===== config.mk =====
export PLATFORM = sky130hd
export DESIGN_NAME = demux_burst_ctrl_flat
export DESIGN_NICKNAME = d
export VERILOG_FILES = /design/src/rtl/demux_ctrl_pkg.sv /design/src/rtl/demux_burst_ctrl_if.sv /design/src/rtl/demux_hold_reg.sv /design/src/rtl/demux_burst_ctrl.sv /design/src/flat_wrapper.sv
export SDC_FILE = /design/constraint.sdc
export NUM_CORES = 1
export LEC_CHECK = 0
export ABC_AREA = 0
export BUFFER_PORTS_ARGS = -buffer_cell sky130_fd_sc_hd__buf_2
export CORE_UTILIZATION = 40
export CTS_CLUSTER_SIZE = 40
export DETAILED_ROUTE_END_ITERATION = 6
export PLACE_DENSITY_LB_ADDON = 0.2
export SETUP_SLACK_MARGIN = 0.05
export SYNTH_ARGS = -nofsm -noshare
export SYNTH_HDL_FRONTEND = slang
export SYNTH_SLANG_ARGS = --single-unit

===== constraint.sdc =====
create_clock -name clk -period 1.6 [get_ports clk]
set_input_delay 0.32 -clock clk [delete_from_list [all_inputs] [get_ports clk]]
set_output_delay 0.32 -clock clk [all_outputs]
set_load 0.01 [all_outputs]

===== src/rtl/demux_ctrl_pkg.sv =====
// -----------------------------------------------------------------------------
// demux_ctrl_pkg
// Shared definitions for the burst-steering demultiplexer:
//   - state_e   : controller states (IDLE / RUN / DRAIN)
//   - CH_B/CH_C : channel encodings used by the hold register and sel_cur
//   - ch_select : channel chosen at a burst boundary
//   - ch_other  : round-robin successor of a channel
// -----------------------------------------------------------------------------
package demux_ctrl_pkg;

    typedef enum logic [1:0] {
        ST_IDLE  = 2'd0,
        ST_RUN   = 2'd1,
        ST_DRAIN = 2'd2
    } state_e;

    localparam logic CH_B = 1'b0;
    localparam logic CH_C = 1'b1;

    // Forced mode takes sel_force, otherwise the round-robin pointer decides.
    function automatic logic ch_select(input logic mode_i,
                                       input logic sel_force_i,
                                       input logic rr_next_i);
        logic ch;
        if (mode_i) begin
            ch = sel_force_i;
        end else begin
            ch = rr_next_i;
        end
        return ch;
    endfunction

    // With two channels the round-robin successor is simply the other one.
    function automatic logic ch_other(input logic ch_i);
        return ~ch_i;
    endfunction

endpackage


===== src/rtl/demux_burst_ctrl_if.sv =====
// -----------------------------------------------------------------------------
// demux_burst_ctrl_if
// Streaming bus of the burst demultiplexer: one valid/ready input stream and
// two valid/ready output streams (channels B and C).
//   slave  : the demultiplexer side (consumes in_*, produces outB_*/outC_*)
//   master : the environment side (producer + both consumers)
// -----------------------------------------------------------------------------
interface demux_burst_ctrl_if #(
    parameter int DATA_W = 2
);
    logic [DATA_W-1:0] in_data;
    logic              in_valid;
    logic              in_ready;
    logic [DATA_W-1:0] outB_data;
    logic              outB_valid;
    logic              outB_ready;
    logic [DATA_W-1:0] outC_data;
    logic              outC_valid;
    logic              outC_ready;

    modport slave (
        input  in_data, in_valid,
        output in_ready,
        output outB_data, outB_valid,
        input  outB_ready,
        output outC_data, outC_valid,
        input  outC_ready
    );

    modport master (
        output in_data, in_valid,
        input  in_ready,
        input  outB_data, outB_valid,
        output outB_ready,
        input  outC_data, outC_valid,
        output outC_ready
    );
endinterface


===== src/rtl/demux_hold_reg.sv =====
// -----------------------------------------------------------------------------
// demux_hold_reg
// Single-entry output register shared by both channels. The entry carries the
// data word, its channel and a last-of-burst flag. Per-channel valid and data
// are kept in their own flops so every output port is driven straight from a
// register; the idle channel's data flop holds zero.
// Ports:
//   clk, rst           clock, async active-high reset
//   load               write a new entry (takes priority over consume)
//   ld_data/ld_ch/ld_last  entry contents on load
//   b_ready, c_ready   consumer ready per channel
//   valid, last        entry occupied / entry is last word of a burst
//   consume            entry is taken by its channel this cycle
//   b_data/b_valid, c_data/c_valid  channel outputs
// -----------------------------------------------------------------------------
module demux_hold_reg
    import demux_ctrl_pkg::*;
#(
    parameter int DATA_W = 2
) (
    input  logic              clk,
    input  logic              rst,
    input  logic              load,
    input  logic [DATA_W-1:0] ld_data,
    input  logic              ld_ch,
    input  logic              ld_last,
    input  logic              b_ready,
    input  logic              c_ready,
    output logic              valid,
    output logic              last,
    output logic              consume,
    output logic [DATA_W-1:0] b_data,
    output logic              b_valid,
    output logic [DATA_W-1:0] c_data,
    output logic              c_valid
);

    logic [DATA_W-1:0] b_data_r;
    logic [DATA_W-1:0] c_data_r;
    logic              b_valid_r;
    logic              c_valid_r;
    logic              last_r;

    // Only the channel owning the entry looks at its consumer's ready.
    assign consume = (b_valid_r & b_ready) | (c_valid_r & c_ready);
    assign valid   = b_valid_r | c_valid_r;
    assign last    = last_r;
    assign b_data  = b_data_r;
    assign b_valid = b_valid_r;
    assign c_data  = c_data_r;
    assign c_valid = c_valid_r;

    // Entry storage: load overwrites (also when the old word leaves this cycle),
    // consume alone empties; data stays put after consume so outputs are stable.
    always_ff @(posedge clk or posedge rst) begin
        if (rst) begin
            b_data_r  <= '0;
            c_data_r  <= '0;
            b_valid_r <= 1'b0;
            c_valid_r <= 1'b0;
            last_r    <= 1'b0;
        end else if (load) begin
            b_valid_r <= (ld_ch == CH_B);
            c_valid_r <= (ld_ch == CH_C);
            b_data_r  <= (ld_ch == CH_B) ? ld_data : '0;
            c_data_r  <= (ld_ch == CH_C) ? ld_data : '0;
            last_r    <= ld_last;
        end else if (consume) begin
            b_valid_r <= 1'b0;
            c_valid_r <= 1'b0;
        end
    end

endmodule


===== src/rtl/demux_burst_ctrl.sv =====
// -----------------------------------------------------------------------------
// demux_burst_ctrl
// Streaming 1-to-2 demultiplexer. Input words are steered in atomic bursts of
// BURST_LEN words to channel B or C; the channel is picked (round-robin or
// forced) only when a burst starts. Every burst is followed by a DRAIN cycle in
// which input is blocked until the last word has left the hold register.
// Ports:
//   clk, rst    clock, async active-high reset
//   bus         slave side of demux_burst_ctrl_if (in_*, outB_*, outC_*)
//   mode        0 = round-robin, 1 = forced channel
//   sel_force   forced channel when mode=1 (0 = B, 1 = C)
//   sel_cur     channel of the current / most recent burst
//   burst_done  one-cycle pulse after the last word of a burst is consumed
// -----------------------------------------------------------------------------
module demux_burst_ctrl
    import demux_ctrl_pkg::*;
#(
    parameter int DATA_W    = 2,
    parameter int BURST_LEN = 4
) (
    input  logic                clk,
    input  logic                rst,
    demux_burst_ctrl_if.slave   bus,
    input  logic                mode,
    input  logic                sel_force,
    output logic                sel_cur,
    output logic                burst_done
);

    localparam int               CNT_W = $clog2(BURST_LEN + 1);
    localparam logic [CNT_W-1:0] LEN_C = CNT_W'(BURST_LEN);

    state_e            state_r;
    logic [CNT_W-1:0]  count_r;
    logic              rr_next_r;
    logic              sel_cur_r;
    logic              burst_done_r;

    logic              in_ready_s;
    logic              accept_s;
    logic              ld_ch_s;
    logic              ld_last_s;
    logic [CNT_W-1:0]  count_inc_s;
    logic              hold_valid_s;
    logic              hold_last_s;
    logic              consume_s;
    logic [DATA_W-1:0] b_data_s;
    logic              b_valid_s;
    logic [DATA_W-1:0] c_data_s;
    logic              c_valid_s;

    // Input readiness and the channel / last flag of a word accepted this cycle.
    always_comb begin
        in_ready_s  = 1'b0;
        ld_ch_s     = sel_cur_r;
        ld_last_s   = 1'b0;
        count_inc_s = count_r + CNT_W'(1);
        // rst gates ready combinationally so nothing is offered as accepted
        // while reset is held, independent of register state.
        if (rst) begin
            in_ready_s = 1'b0;
        end else if (state_r == ST_DRAIN) begin
            in_ready_s = 1'b0;
        end else begin
            in_ready_s = !hold_valid_s || consume_s;
        end
        case (state_r)
            ST_IDLE: begin
                ld_ch_s   = ch_select(mode, sel_force, rr_next_r);
                ld_last_s = (LEN_C == CNT_W'(1));
            end
            ST_RUN: begin
                ld_ch_s   = sel_cur_r;
                ld_last_s = (count_inc_s == LEN_C);
            end
            default: begin
                ld_ch_s   = sel_cur_r;
                ld_last_s = 1'b0;
            end
        endcase
    end

    assign accept_s      = bus.in_valid & in_ready_s;
    assign bus.in_ready  = in_ready_s;
    assign bus.outB_data = b_data_s;
    assign bus.outB_valid = b_valid_s;
    assign bus.outC_data = c_data_s;
    assign bus.outC_valid = c_valid_s;
    assign sel_cur       = sel_cur_r;
    assign burst_done    = burst_done_r;

    demux_hold_reg #(
        .DATA_W (DATA_W)
    ) u_hold (
        .clk     (clk),
        .rst     (rst),
        .load    (accept_s),
        .ld_data (bus.in_data),
        .ld_ch   (ld_ch_s),
        .ld_last (ld_last_s),
        .b_ready (bus.outB_ready),
        .c_ready (bus.outC_ready),
        .valid   (hold_valid_s),
        .last    (hold_last_s),
        .consume (consume_s),
        .b_data  (b_data_s),
        .b_valid (b_valid_s),
        .c_data  (c_data_s),
        .c_valid (c_valid_s)
    );

    // Burst sequencer: channel latch, word counter, round-robin pointer, done pulse.
    always_ff @(posedge clk or posedge rst) begin
        if (rst) begin
            state_r      <= ST_IDLE;
            count_r      <= '0;
            rr_next_r    <= CH_B;
            sel_cur_r    <= CH_B;
            burst_done_r <= 1'b0;
        end else begin
            burst_done_r <= consume_s & hold_last_s;
            case (state_r)
                ST_IDLE: begin
                    if (accept_s) begin
                        sel_cur_r <= ld_ch_s;
                        count_r   <= CNT_W'(1);
                        state_r   <= ld_last_s ? ST_DRAIN : ST_RUN;
                    end
                end
                ST_RUN: begin
                    if (accept_s) begin
                        count_r <= count_inc_s;
                        if (ld_last_s) begin
                            state_r <= ST_DRAIN;
                        end
                    end
                end
                ST_DRAIN: begin
                    // Leave once the last word is gone or leaves on this edge.
                    if (!hold_valid_s || consume_s) begin
                        count_r   <= '0;
                        rr_next_r <= ch_other(sel_cur_r);
                        state_r   <= ST_IDLE;
                    end
                end
                default: begin
                    count_r <= '0;
                    state_r <= ST_IDLE;
                end
            endcase
        end
    end

endmodule


===== src/flat_wrapper.sv =====
// flat-port wrapper written by rule: the top's interface ports become plain ports
module demux_burst_ctrl_flat import demux_ctrl_pkg::*;
#(
    parameter int DATA_W    = 2,
    parameter int BURST_LEN = 4
)
  (clk, rst, mode, sel_force, sel_cur, burst_done, bus_in_data, bus_in_valid, bus_in_ready, bus_outB_data, bus_outB_valid, bus_outB_ready, bus_outC_data, bus_outC_valid, bus_outC_ready);
  demux_burst_ctrl_if #(.DATA_W(DATA_W)) bus_i ();
  input  logic clk;
  input  logic rst;
  input  logic mode;
  input  logic sel_force;
  output logic sel_cur;
  output logic burst_done;
  input wire logic [$bits(bus_i.in_data)-1:0] bus_in_data;
  input wire logic [$bits(bus_i.in_valid)-1:0] bus_in_valid;
  output wire logic [$bits(bus_i.in_ready)-1:0] bus_in_ready;
  output wire logic [$bits(bus_i.outB_data)-1:0] bus_outB_data;
  output wire logic [$bits(bus_i.outB_valid)-1:0] bus_outB_valid;
  input wire logic [$bits(bus_i.outB_ready)-1:0] bus_outB_ready;
  output wire logic [$bits(bus_i.outC_data)-1:0] bus_outC_data;
  output wire logic [$bits(bus_i.outC_valid)-1:0] bus_outC_valid;
  input wire logic [$bits(bus_i.outC_ready)-1:0] bus_outC_ready;
  assign bus_i.in_data = bus_in_data;
  assign bus_i.in_valid = bus_in_valid;
  assign bus_in_ready = bus_i.in_ready;
  assign bus_outB_data = bus_i.outB_data;
  assign bus_outB_valid = bus_i.outB_valid;
  assign bus_i.outB_ready = bus_outB_ready;
  assign bus_outC_data = bus_i.outC_data;
  assign bus_outC_valid = bus_i.outC_valid;
  assign bus_i.outC_ready = bus_outC_ready;
  demux_burst_ctrl #(.DATA_W(DATA_W), .BURST_LEN(BURST_LEN)) u_core (.clk(clk), .rst(rst), .bus(bus_i), .mode(mode), .sel_force(sel_force), .sel_cur(sel_cur), .burst_done(burst_done));
endmodule

==> results of run 1 <==
==> per-stage QoR <==
stage               cell area [sq um]  utilization [%]  cells  setup slack [ns]  setup TNS, ns
CTS                              1030             58.3    135          -0.00120       -0.00120
detailed placement                926             52.5    124             0.108              0
finish                           1030             58.4    135          -0.00192       -0.00192
global route                     1030             58.4    135           -0.0651        -0.0749
floorplan                         769                -     78            0.0960              0
global placement                  926             52.5    124             0.132              0
==> cell families after synthesis <==
| family | Yosys count | share of synthesized area, % |
|---|---|---|
| xor gates and xnor gates | 1 | 1.14 |
| AOI/OAI and AO/OA | 26 | 23.6 |
| buffers and inverters | 4 | 2.11 |
| adders and majority gates | 2 | 3.25 |
| muxes | 3 | 4.07 |
| and+or+nand+nor | 27 | 17.1 |
| DFF | 15 | 48.8 |
==> flip-flops by register name (all words and copies together), names as in the netlist, 2 cells and up <==
register,flops
u_core.u_hold.b_data,2
u_core.u_hold.c_data,2
u_core.count_r,3
u_core.state_r,2
==> routing by layer <==
layer	track usage [%]	up-vias	wire [microns]
li1	-	344	-
met1	23.2	307	783
met2	34.4	18	853
met3	4.76	5	58
met4	12.4	0	44
met5	0	-	0
==> critical path: cells and delay by family, from the launching register on <==
kind	cells	cell delay, ns
compound gates	2	0.30
flops	1	0.42
simple gates	1	0.15
buf+inv	1	0.13
==> worst max path at each step <==
stage	from	endpoint	slack, ns	cells past startpoint
2_1_floorplan	u_core.u_hold.b_valid$_DFFE_PP0P_	bus_in_ready	0.1	3
3_3_place_gp	bus_outB_ready	u_core.sel_cur$_DFFE_PP0P_	0.13	5
3_5_place_dp	bus_outB_ready	u_core.sel_cur$_DFFE_PP0P_	0.11	5
4_1_cts	u_core.u_hold.b_valid$_DFFE_PP0P_	bus_in_ready	-0.001	4
5_1_grt	u_core.u_hold.b_valid$_DFFE_PP0P_	bus_in_ready	-0.07	4
6_report	u_core.u_hold.b_valid$_DFFE_PP0P_	bus_in_ready	-0.002	4
==> power by group <==
part / switching, mW / total, mW / internal, mW / leakage (nW)
registers: 0.119 / 0.642 / 0.522 / 0.190
logic: 0.465 / 0.951 / 0.487 / 0.320
clock network: 0.123 / 0.221 / 0.0971 / 0.0150
total: 0.708 / 1.81 / 1.11 / 0.524
==> timing repair <==
| action | 4_1_cts | 5_1_grt |
|---|---|---|
| gates resized for setup | 5 | 1 |
| endpoints found under the setup margin | 1 | 7 |
| setup buffers | 7 | 1 |
| pin swaps | 4 | 6 |
==> layout make-up <==
class | count | share of cell area [%]
clock buffer | 4 | 2.55
inverter | 1 | 0.364
sequential | 15 | 36.4
tap | 25 | 3.03
timing repair buffer | 31 | 18.4
multi-input combinational | 59 | 39.2
==> placed cells by master, fill, tap and decap left out, types with 2 or more instances in the layout <==
cell,netlist,routed
dfrtp_1,15,15
a21oi_1,2,2
buf_4,0,14
nand2b_1,3,3
clkbuf_4,0,3
buf_2,1,17
mux2i_1,2,2
ha_1,2,2
a21o_1,2,2
o21ai_0,10,9
nor2_1,4,3
nand2_1,12,12
nor2b_1,4,4
==> summary.txt, run 1 <==
via/cell ratio -> 4.99
post-synthesis area per instance -> 9.87 sq um
power per cell area -> 1760 nW/um^2
routability cong. -> 0.749
leak pwr -> 0.524 nW
crit path DAT -> 1.28 ns
DR iter-0 viols -> 6
final net count -> 122
HPWL Detailed -> 1.18 mm
via count -> 674
Critical R2R Capture -> u_core.sel_cur$_DFFE_PP0P_
hold slack -> 0.0382 ns
hold buffers post-CTS -> 0
Setup Viol. Count Final -> 1
initial antenna violation count -> 0
largest net degree at the start of global routing -> 16
VDD IR max -> 0.730 mV
failing checks -> negative setup slack
Syn Inst Count -> 78
crit end category -> output pin
critical path data required time -> 1.28 ns
Yosys reg bits -> 15
crit-path max FO -> 3
initial core utilization -> 43.6%
fmax -> 624 MHz
Max Cap Viol -> 0
Setup CP Type -> register to output pin
top cells by area, synth -> dfrtp_1, o21ai_0, nand2_1
share of the synthesized area in the top cell type -> 48.8%
synth unique cells -> 30
crit path cell chain -> a22oi_2 -> o21ai_2 -> and3_1 -> buf_2
synthesized area -> 769 sq um
CTS buffer count -> 3
I/O Pins -> 18
layout cells sized above 1 -> 38.2%
Core Area -> 1760 sq um
top-count cell post-synth -> dfrtp_1
# diodes -> 0
Seq/Total Area, Yosys -> 48.8%
drc violations -> 0
Die Footprint -> 2100 sq um
Post-DRT Antenna Nets -> 0
reg2reg setup slack -> 0.04 ns
number of synthesized flops with an enable pin -> 0
sequential cell area -> 375 sq um
status -> finished with violations
die height -> 45.9 microns
maximum root-to-sink buffer count -> 2
slowest library cell on the worst path -> dfrtp_1
final worst slack -> -0.00192 ns
worst reg2reg path startpoint -> u_core.u_hold.b_valid$_DFFE_PP0P_
# H-tree levels -> 1
first-pass GRT wire length -> 2.90 mm
Routed WL -> 1.74 mm
Power Total -> 1.81 mW
vias in the first global route -> 680
min-delay worst type -> input pin to async pin
max_slew headroom -> 81.8%
Worst Max-Slew Pin Slew -> 0.271 ns
fillers -> 179
largest stage delay on the critical path -> 0.42 ns
min Tclk post-route -> 1.60 ns
Area Growth Syn to Fin -> 34.0%
warnings from Yosys -> 0
final slew viol count -> 0
Reg2Reg Depth -> 5
Tcrit/Tclk final -> 100%
Root Buffer -> clkbuf_4
CTS tree -> done
router iterations before antenna repair -> 4
top_reg_cell synth -> dfrtp_1
Synth top cells by count -> dfrtp_1, nand2_1, o21ai_0
Cell Rows -> 15
syn nets -> 89
IO Port Bufs -> 17
clock transition at the registers of the reported paths -> 0.09 ns
Clk Latency, worst-skew pair -> 0.29 ns
Hold Vio Cnt, Final -> 0
RSZ-0062 raised after global routing -> true
gr ovfl total -> 0
Clock Sinks -> 15
multi-input logic area -> 404 sq um
gr usage total -> 20.4%
wire per inst -> 12.9 microns
clk_skew -> 0.00668 ns
largest area contributor in the netlist -> dfrtp_1
ys async rst share -> 100%
startpoint types -> register
chip width -> 45.9 microns
Power figures use the tool's default switching activity.
==> run 2, diff against run 1 <==
--- a/config.mk
+++ b/config.mk
@@ -7,9 +7,11 @@
 export LEC_CHECK = 0
 export ABC_AREA = 0
 export BUFFER_PORTS_ARGS = -buffer_cell sky130_fd_sc_hd__buf_2
+export CORE_ASPECT_RATIO = 1.25
 export CORE_UTILIZATION = 40
 export CTS_CLUSTER_SIZE = 40
 export DETAILED_ROUTE_END_ITERATION = 6
+export HOLD_SLACK_MARGIN = 0.12
 export PLACE_DENSITY_LB_ADDON = 0.2
 export SETUP_SLACK_MARGIN = 0.05
 export SYNTH_ARGS = -nofsm -noshare
==> summary.txt, run 2 (synthesis results as in run 1) <==
# diodes -> 0
crit end category -> output pin
fin util -> 59.1%
dpl cell area -> 903 sq um
VDD IR max -> 0.767 mV
gr ovfl total -> 0
via/cell ratio -> 5.34
failing checks -> negative setup slack
routability cong. -> 0.797
CTS tree -> done
Area Growth Syn to Fin -> 37.2%
fmax -> 612 MHz
HPWL Detailed -> 1.07 mm
most frequent cells in the layout -> buf_2, dfrtp_1, nand2_1, buf_4, o21ai_0
Routed WL -> 1.68 mm
Finished Layout Cells -> 128
Worst Max-Slew Pin Slew -> 0.690 ns
initial antenna violation count -> 0
Clk Latency, worst-skew pair -> 0.28 ns
Placed Cells -> 116
setup TNS -> -0.0345 ns
largest net degree at the start of global routing -> 16
final worst slack -> -0.0345 ns
Setup Viol. Count Final -> 1
min Tclk post-route -> 1.63 ns
Critical R2R Capture -> u_core.sel_cur$_DFFE_PP0P_
Clock Sinks -> 15
gr usage total -> 18.4%
reg2reg setup slack -> 0.05 ns
min-delay worst type -> input pin to register
Sequential Power Share -> 35.1%
DR iter-0 viols -> 16
critical path data required time -> 1.28 ns
Root Buffer -> clkbuf_4
Reg2Reg Depth -> 5
multi-input logic area -> 429 sq um
maximum root-to-sink buffer count -> 2
Cell Rows -> 17
first-pass GRT wire length -> 2.64 mm
P_int -> 1.13 mW
Hold Vio Cnt, Final -> 0
Max Cap Viol -> 0
Hold Path End -> u_core.u_hold.c_data[0]$_DFFE_PP0P_
crit path cell chain -> a22oi_2 -> o21ai_2 -> and3_1 -> buf_2
final net count -> 121
RSZ-0062 raised after global routing -> true
commonest non-fill, non-tap cell in the layout -> buf_2
crit-path leading delay family -> flip-flops
Post-DRT Antenna Nets -> 0
Final Cell Area -> 1060 sq um
die height -> 51.0 microns
Core Area -> 1790 sq um
Worst path depth -> 4
largest stage delay on the critical path -> 0.45 ns
initial core utilization -> 43.1%
clk_skew -> 0.00558 ns
Gate power share -> 53.1%
max_slew headroom -> 53.6%
leak pwr -> 0.528 nW
IO Port Bufs -> 17
clock transition at the registers of the reported paths -> 0.09 ns
Die Footprint -> 2100 sq um
CTS buffer count -> 3
chip width -> 41.2 microns
fillers -> 151
Setup CP Type -> register to output pin
layout cells sized above 1 -> 43.1%
Sw Ratio -> 39.4%
I/O Pins -> 18
vias in the first global route -> 684
Clock Power Share -> 11.8%
# H-tree levels -> 1
status -> finished with violations
max reg flops -> 3
crit-path max FO -> 4
Buf/Inv on CP -> 1
wire per inst -> 13.1 microns
crit path DAT -> 1.31 ns
final slew viol count -> 0
Most flops, register -> u_core.count_r
switching pwr -> 0.734 mW
Hold Path Depth -> 3
via count -> 684
Tcrit/Tclk final -> 102%
pre-CTS setup slack -> 0.116 ns
router iterations before antenna repair -> 4
startpoint types -> register
power per cell area -> 1760 nW/um^2
drc violations -> 0
hold_sp -> bus_in_data[0]
worst reg2reg path startpoint -> u_core.u_hold.b_valid$_DFFE_PP0P_
slowest library cell on the worst path -> dfrtp_2
sequential cell area -> 377 sq um
==> run 2: worst max-delay path by stage <==
| stage | from | endpoint |
|---|---|---|
| after CTS | u_core.u_hold.b_valid$_DFFE_PP0P_ | bus_in_ready |
| final | u_core.u_hold.b_valid$_DFFE_PP0P_ | bus_in_ready |
| after global routing | u_core.u_hold.b_valid$_DFFE_PP0P_ | bus_in_ready |
| after global placement | bus_outB_ready | u_core.sel_cur$_DFFE_PP0P_ |
| after floorplan | u_core.u_hold.b_valid$_DFFE_PP0P_ | bus_in_ready |
| after detailed placement | bus_outB_ready | u_core.sel_cur$_DFFE_PP0P_ |
==> run 2: what timing repair did <==
item	4_1_cts	5_1_grt
gates cloned	0	0
endpoints found under the setup margin	1	14
pin swaps	3	6
hold buffers	1	0
endpoints found under the hold margin	15	0
setup buffers	7	1
gates resized for setup	2	18
==> run 2: worst min-delay path, delay by kind of cell <==
kind / cells / cell delay [ns]
AND/OR/NAND/NOR: 1 / 0.05
buffers and inverters: 1 / 0.10
AO/OA/AOI/OAI: 1 / 0.05
==> run 2: metal layers <==
layer | global-route usage [%] | vias to the layer above | share of wire (%)
met5 | 0 | - | 0
met4 | 8.06 | 0 | 0.83
met3 | 3.91 | 2 | 4.3
met2 | 33.3 | 22 | 53
met1 | 18.5 | 321 | 41
li1 | - | 339 | -
==> run 2: cell type report <==
cell class / count / share of cell area, %
Clock buffer: 4 / 2.49
Inverter: 1 / 0.355
Tap cell: 19 / 2.25
Timing Repair Buffer: 30 / 18.6
Multi-Input combinational cell: 59 / 40.6
Sequential cell: 15 / 35.7
==> run 2: through the flow <==
step | hold WS, ns | power, mW
final | 0.277 | 1.86
after global routing | 0.285 | 2.03
after CTS | 0.282 | 1.73
after detailed placement | 0.373 | 1.36
after global placement | 0.377 | 1.34
after floorplan | 0.227 | 1.11
==> run 2: power by group through the flow <==
stage	Combinational (mW)	Sequential [mW]	Clock [mW]
CTS	0.863	0.638	0.227
floorplan	0.447	0.665	0
global placement	0.700	0.644	0
global route	1.11	0.678	0.243
detailed placement	0.708	0.651	0
finish	0.988	0.653	0.221
